`src/rtl/nand_input_debounce.sv`:
```
// Two-channel synchroniser and debouncer for the NAND operand pins, with per-channel change strobes.
// Optional build macro DEBOUNCE_EVENT_CNT_EN adds saturating 8-bit accepted-change counters on evt_cnt.
module nand_input_debounce #(
  parameter int   SYNC_STAGES  = 2,
  parameter int   DEBOUNCE_CYC = 50000,
  parameter int   CNT_W        = 16,
  parameter logic RESET_LEVEL  = 1'b0
) (
  input  logic        clk,
  input  logic        rst,
  input  logic [1:0]  raw_in,
  output logic [1:0]  db_out,
  output logic [1:0]  chg_pulse,
  output logic [1:0]  busy,
  output logic [15:0] evt_cnt
);

  localparam logic [CNT_W-1:0] LAST_CNT = CNT_W'(DEBOUNCE_CYC - 1);

  for (genvar ch = 0; ch < 2; ch++) begin : g_chan
    logic [SYNC_STAGES-1:0] sync_q;
    logic [CNT_W-1:0]       cnt_q, cnt_d;
    logic                   db_q, db_d;
    logic                   pulse_q, pulse_d;
    logic                   synced;

    always_ff @(posedge clk) begin
      if (rst) begin
        sync_q <= {SYNC_STAGES{RESET_LEVEL}};
      end else begin
        sync_q <= {sync_q[SYNC_STAGES-2:0], raw_in[ch]};
      end
    end

    assign synced = sync_q[SYNC_STAGES-1];

    // Any agreeing edge discards the partial run; only an unbroken run reaching LAST_CNT flips the level.
    always_comb begin
      cnt_d   = '0;
      db_d    = db_q;
      pulse_d = 1'b0;
      if (synced != db_q) begin
        if (cnt_q == LAST_CNT) begin
          db_d    = synced;
          pulse_d = 1'b1;
        end else begin
          cnt_d = cnt_q + 1'b1;
        end
      end
    end

    always_ff @(posedge clk) begin
      if (rst) begin
        cnt_q   <= '0;
        db_q    <= RESET_LEVEL;
        pulse_q <= 1'b0;
      end else begin
        cnt_q   <= cnt_d;
        db_q    <= db_d;
        pulse_q <= pulse_d;
      end
    end

    assign db_out[ch]    = db_q;
    assign chg_pulse[ch] = pulse_q;
    assign busy[ch]      = (cnt_q != '0);

`ifdef DEBOUNCE_EVENT_CNT_EN
    logic [7:0] evt_q, evt_d;

    always_comb begin
      evt_d = evt_q;
      if (pulse_d && (evt_q != 8'hFF)) begin
        evt_d = evt_q + 8'd1;
      end
    end

    always_ff @(posedge clk) begin
      if (rst) begin
        evt_q <= '0;
      end else begin
        evt_q <= evt_d;
      end
    end

    assign evt_cnt[ch*8 +: 8] = evt_q;
`endif
  end

`ifndef DEBOUNCE_EVENT_CNT_EN
  assign evt_cnt = 16'h0000;
`endif

endmodule
```
`config.mk`:
```
export PLATFORM = sky130hd
export DESIGN_NAME = nand_input_debounce
export DESIGN_NICKNAME = d
export VERILOG_FILES = /design/src/rtl/nand_input_debounce.sv
export SDC_FILE = /design/constraint.sdc
export NUM_CORES = 1
export LEC_CHECK = 0
export BUFFER_PORTS_ARGS = -buffer_cell sky130_fd_sc_hd__buf_4
export CORE_MARGIN = 2
export CORE_UTILIZATION = 35
export DETAILED_ROUTE_END_ITERATION = 12
export PLACE_DENSITY_LB_ADDON = 0.1
export SETUP_SLACK_MARGIN = 0.5
export SYNTH_ARGS = -nofsm -noshare
export SYNTH_HDL_FRONTEND = slang
export SYNTH_SLANG_ARGS = --single-unit
```
`constraint.sdc`:
```
create_clock -name clk -period 3.51 [get_ports clk]
set_input_delay 0.351 -clock clk [delete_from_list [all_inputs] [get_ports clk]]
set_output_delay 0.351 -clock clk [all_outputs]
set_load 0.01 [all_outputs]
```
==> results.json, run 1 <==
{
  "setup_tns_ns": 0,
  "cp.arrival_ns": 2.17,
  "drive_gt1_share_pct": 9.17,
  "crit_buf_inv": 0,
  "globalplace.congestion": 0.759,
  "fp-row-count": 27,
  "synth_cells": 224,
  "drt_iter0_drc": 58,
  "finalCritPeriodShare_pct": 57.2,
  "initial_utilization_pct": 35.9,
  "hold_class": "input port to flip-flop",
  "first_global_vias": 1196,
  "yosysSeqAreaShare_pct": 40.7,
  "worst_skew_pair.late_latency_ns": 0.30,
  "clockBufferDepth": 2,
  "worst_pin_slew_ns": 0.531,
  "cpPeakStageDelay_ns": 0.55,
  "worst_ep_required_time_ns": 3.67,
  "drt-vias-per-instance": 4.47,
  "ir_drop_mv": 0.232,
  "netlist_area_mm2": 0.00197,
  "wirelength_mm": 3.17,
  "fin_area_mm2": 0.00206,
  "antenna_cells": 0,
  "ant_nets": 0,
  "numCtsBuffers": 5,
  "first_pass_iters": 4,
  "slowest_stage": "or4_4",
  "period_needed_ns": 2.01,
  "drv_slew": 0,
  "die_h_um": 79.0,
  "finalClockSkew_ns": 0.0129,
  "rsz0062_at_grt": "no",
  "cts_hold_buffers": 0,
  "fmax_mhz": 498,
  "drc": 0,
  "place.port_buffers": 9,
  "post-dp-hpwl_mm": 2.23,
  "reg2reg_slack_ns": 1.50,
  "synthToLayoutAreaGrowth_pct": 4.64,
  "p_leak_uw": 0.000655,
  "root_buffer": "clkbuf_8",
  "clkSinkCount": 40,
  "end_kind": "flip-flop",
  "num_vias": 1344,
  "yosysWarnings": 0,
  "crit_path_start_kind": "flip-flop",
  "clk_pin_slew_ns": 0.08,
  "status": "complete, no violations",
  "dp_cells": 293,
  "cellPowerDensity_mw_per_mm2": 386,
  "critPathKind": "flip-flop to flip-flop",
  "grt_usage_pct": 11.4,
  "ys_types": 27,
  "grt.overflow.total": 0,
  "coreArea_mm2": 0.00547,
  "die_w_um": 79.0,
  "die_area_mm2": 0.00624,
  "io_pins": 26,
  "finalSetupViolCount": 0,
  "cts-resized-gates": 0,
  "cts-htree-levels": 2,
  "antenna_found_initial": 0,
  "syn_avg_cell_area_um2": 8.78,
  "nNetsFinal": 236,
  "post_cts_buffers": 0,
  "worstPathCellList": "or4_4 > nor4_4 > or2_1 > nor2_1",
  "grt_first_pass_wirelength_mm": 5.53,
  "relSlewSlack_pct": 64.6,
  "cts_tree": "yes",
  "worst_path_dominant_cell_family": "simple AND/OR/NAND/NOR gates",
  "cp_max_fo": 15,
  "grt_max_degree": 16,
  "hold_viol_final": 0,
  "dpl-instance-area_mm2": 0.00197,
  "drv_cap": 0,
  "final_cells": 301,
  "synth_seq_cells": 40,
  "wl_per_cell_um": 10.5
}
==> sequential cells by signal, summed over array words and instances (netlist names) <==
signal,cells
g_chan.db_q,2
g_chan.sync_q,4
g_chan.cnt_q,32
g_chan.pulse_q,2
==> area by class of cell <==
cell class | count | area (um^2)
Fill cell | 572 | 3410
Clock buffer | 6 | 82.6
Tap cell | 72 | 90.1
Clock inverter | 2 | 10.0
Inverter | 12 | 45.0
Multi-Input combinational cell | 160 | 962
Sequential cell | 40 | 801
Timing Repair Buffer | 9 | 67.6
==> where the power goes <==
part / internal, uW / switching, uW
clock network: 157 / 160
logic: 6.37 / 14.6
registers: 456 / 1.59
total: 619 / 176
==> per-layer routing <==
metal  share of wire (%)  up-vias  global-route usage, %
li1                    -      713                      -
met3                 3.0        8                   3.07
met5                   0        -                      0
met1                  51      606                   14.5
met2                  43       17                   17.5
met4                 2.6        0                   6.72
==> layout by cell type (no fill, tap or decap), types with 4 or more instances in the layout <==
master,Yosys,final
or3_1,4,4
dfxtp_1,40,40
nor2b_1,6,6
conb_1,1,16
nor3_1,7,7
nand3_1,12,12
nand4_1,11,11
nor4_1,8,8
xor2_1,5,5
inv_1,12,12
clkbuf_8,0,6
nand2_1,7,7
xnor2_1,24,24
ha_1,4,4
nor2_1,42,42
buf_4,20,9
==> per-stage QoR <==
stage / power (uW) / worst slack [ns] / hold slack, ns / util (%)
after floorplan: 499 / 1.83 / 0.414 / -
after global placement: 489 / 1.47 / 0.416 / 35.9
after detailed placement: 490 / 1.46 / 0.427 / 35.9
after CTS: 809 / 1.45 / 0.264 / 37.6
after global routing: 830 / 1.37 / 0.269 / 37.6
final: 795 / 1.50 / 0.276 / 37.6
==> Yosys cell counts, drive strengths merged <==
| cell type | n | share of area (%) |
|---|---|---|
| or4 | 2 | 1.1 |
| xor2 | 5 | 2.2 |
| or2 | 2 | 0.64 |
| buf | 25 | 11 |
| nand2b | 2 | 0.64 |
| nand4 | 11 | 3.5 |
| dfxtp | 40 | 41 |
| nand2 | 7 | 1.3 |
| or3 | 4 | 1.3 |
| nand3 | 12 | 3.1 |
| o21ai | 1 | 0.25 |
| nor3 | 7 | 1.8 |
| a21oi | 1 | 0.25 |
| conb | 1 | 0.19 |
| ha | 4 | 2.5 |
| mux2i | 2 | 1.0 |
| xnor2 | 24 | 11 |
| inv | 12 | 2.3 |
| nor2 | 42 | 8.0 |
| nor2b | 6 | 1.9 |
| nor4b | 2 | 0.89 |
| clkbuf | 2 | 0.38 |
| nor4 | 10 | 4.7 |
==> kinds of logic after synthesis <==
family          after synthesis  share of synthesized area [%]
xor+xnor                     29                           12.9
mux                           2                           1.02
other cells                   1                          0.191
fa+ha+maj                     4                           2.54
buf+inv                      39                           13.2
compound gates                2                          0.508
simple gates                107                           28.9
flops                        40                           40.7
==> path summary, 6_finish.rpt <==
path                                                      from                        endpoint  cells after the start
worst max-delay path            g_chan[0].cnt_q[10]$_SDFF_PP0_   g_chan[0].cnt_q[4]$_SDFF_PP0_                      4
worst min-delay path                                 raw_in[1]  g_chan[1].sync_q[0]$_SDFF_PP0_                      2
worst max register to register  g_chan[0].cnt_q[10]$_SDFF_PP0_   g_chan[0].cnt_q[4]$_SDFF_PP0_                      4
worst min register to register  g_chan[0].sync_q[0]$_SDFF_PP0_  g_chan[0].sync_q[1]$_SDFF_PP0_                      1
(Power assumes the default switching activity.)
==> run 2, diff against run 1 <==
- clock period: 3.51 -> 1.9 ns (I/O delays scaled with it)
==> results.json, run 2 (synthesized netlist as in run 1, its figures left out) <==
{
  "globalplace.congestion": 0.737,
  "io_pins": 26,
  "finalCritPeriodShare_pct": 89.2,
  "first_global_vias": 1382,
  "crit_path_start_kind": "flip-flop",
  "reg2reg_from": "g_chan[1].cnt_q[7]$_SDFF_PP0_",
  "initial_utilization_pct": 35.9,
  "coreArea_mm2": 0.00547,
  "synthToLayoutAreaGrowth_pct": 17.0,
  "worst_ep_required_time_ns": 1.71,
  "cellPowerDensity_mw_per_mm2": 687,
  "die_area_mm2": 0.00624,
  "finalSetupViolCount": 0,
  "clockBufferDepth": 2,
  "grt_usage_pct": 12.4,
  "die_h_um": 79.0,
  "post-dp-hpwl_mm": 2.27,
  "clk_pin_slew_ns": 0.08,
  "finish.utilization_pct": 42.1,
  "drv_slew": 0,
  "cts_hold_buffers": 0,
  "critPathKind": "flip-flop to primary output",
  "reg2reg_depth": 5,
  "nNetsFinal": 250,
  "numCtsBuffers": 5,
  "status": "complete, no violations",
  "layout_common_cells": "41 x nor2_1, 26 x dfxtp_1, 24 x xnor2_1",
  "grt_first_pass_wirelength_mm": 6.07,
  "num_vias": 1436,
  "finalClockSkew_ns": 0.00568,
  "hold_class": "input port to flip-flop",
  "reg2reg_slack_ns": 0.23,
  "drt_iter0_drc": 91,
  "whs_path_depth": 2,
  "fp-row-count": 27,
  "first_pass_iters": 4,
  "ir_drop_mv": 0.376,
  "rsz0062_at_grt": "yes",
  "wirelength_mm": 3.47,
  "crit_buf_inv": 1,
  "slowest_stage": "or4_4",
  "top_regs": "g_chan.cnt_q: 32 flops, g_chan.sync_q: 4 flops",
  "p_leak_uw": 0.000744,
  "ant_nets": 0,
  "cp.arrival_ns": 1.50,
  "place.port_buffers": 9,
  "drc": 0,
  "cts-htree-levels": 2,
  "clkSinkCount": 40,
  "setup_tns_ns": 0,
  "cts_tree": "yes",
  "dp_cells": 295,
  "whs_ns": 0.104,
  "largest_reg_flops": 32,
  "grt.overflow.total": 0,
  "grt_max_degree": 16,
  "antenna_cells": 0,
  "largest-register": "g_chan.cnt_q",
  "worst_path_dominant_cell_family": "simple AND/OR/NAND/NOR gates",
  "dpl-instance-area_mm2": 0.00200,
  "fillers": 556,
  "fmax_mhz": 590,
  "period_needed_ns": 1.69,
  "cp_max_fo": 3,
  "fin_area_mm2": 0.00230,
  "die_w_um": 79.0,
  "antenna_found_initial": 0,
  "drv_cap": 0,
  "end_kind": "primary output",
  "min_to": "g_chan[1].sync_q[0]$_SDFF_PP0_",
  "drt-vias-per-instance": 4.56,
  "hp-start": "raw_in[1]",
  "wl_per_cell_um": 11.0,
  "worstPathCellList": "or4_4 > nor2_4 > nand3_2 > buf_6",
  "r2r-end": "g_chan[1].cnt_q[12]$_SDFF_PP0_",
  "cp.depth": 4,
  "root_buffer": "clkbuf_8",
  "hold_viol_final": 0,
  "final_cells": 315,
  "worst_skew_pair.late_latency_ns": 0.29,
  "drive_gt1_share_pct": 26.3,
  "layout_commonest_cell": "nor2_1",
  "cpPeakStageDelay_ns": 0.57
}
==> run 2: cell count changes in the layout (fill, tap and decap cells not counted), moves of 2 or more <==
cell and change:
buf_4 +10, buf_6 +4, dfxtp_1 -14, dfxtp_2 +14, nand3_1 -2, nand3_2 +2, nor4_1 -5, nor4_2 +5
or3_1 -4, or3_4 +4
==> run 2: final cells by class <==
type / instances / area, um^2 / area share [%]
multi-input cells: 160 / 1050 / 45.6
flip-flops and latches: 40 / 818 / 35.5
repair buffers: 23 / 188 / 8.15
well taps: 72 / 90.1 / 3.91
clock buffers: 5 / 68.8 / 2.99
inverters: 12 / 45.0 / 1.96
clock inverters: 3 / 42.5 / 1.85
==> run 2: through the flow <==
stage	setup WS [ns]	power (uW)
6_report	0.206	1580
5_1_grt	0.152	1660
4_1_cts	0.181	1610
3_5_place_dp	0.228	906
3_3_place_gp	0.216	906
2_1_floorplan	0.351	922
==> run 2: worst max path at each step <==
stage	from	end
3_5_place_dp	g_chan[1].cnt_q[0]$_SDFF_PP0_	g_chan[1].cnt_q[15]$_SDFF_PP0_
2_1_floorplan	g_chan[0].cnt_q[10]$_SDFF_PP0_	g_chan[0].cnt_q[10]$_SDFF_PP0_
6_report	g_chan[1].cnt_q[7]$_SDFF_PP0_	busy[1]
4_1_cts	g_chan[1].cnt_q[11]$_SDFF_PP0_	busy[1]
5_1_grt	g_chan[1].cnt_q[7]$_SDFF_PP0_	busy[1]
3_3_place_gp	g_chan[1].cnt_q[0]$_SDFF_PP0_	g_chan[1].cnt_q[15]$_SDFF_PP0_
==> run 2: per-layer routing <==
layer / track usage, % / vias to the layer above / share of wire [%]
li1: - / 737 / -
met1: 15.1 / 655 / 46
met2: 19.6 / 33 / 48
met3: 3.52 / 11 / 3.9
met4: 7.07 / 0 / 2.0
met5: 0 / - / 0
==> run 2: timing repair <==
item                       4_1_cts  5_1_grt
pin swaps                       10        7
gates resized for setup         17       11
setup buffers                    6        5
gates cloned                     1        0
setup endpoints to repair       34       36
==> run 2: power breakdown <==
part / internal, uW / leakage, uW / total [uW] / switching, uW
combinational: 16.1 / 0.000360 / 44.5 / 28.5
sequential: 842 / 0.000330 / 846 / 3.30
clock: 389 / 0.0000541 / 692 / 303
==> run 2: worst reg2reg max path, delay by kind of cell, from the launching register on <==
kind                   cells  cell delay (ns)
buffers and inverters      1             0.16
flip-flops                 1             0.34
AND/OR/NAND/NOR            4             1.07
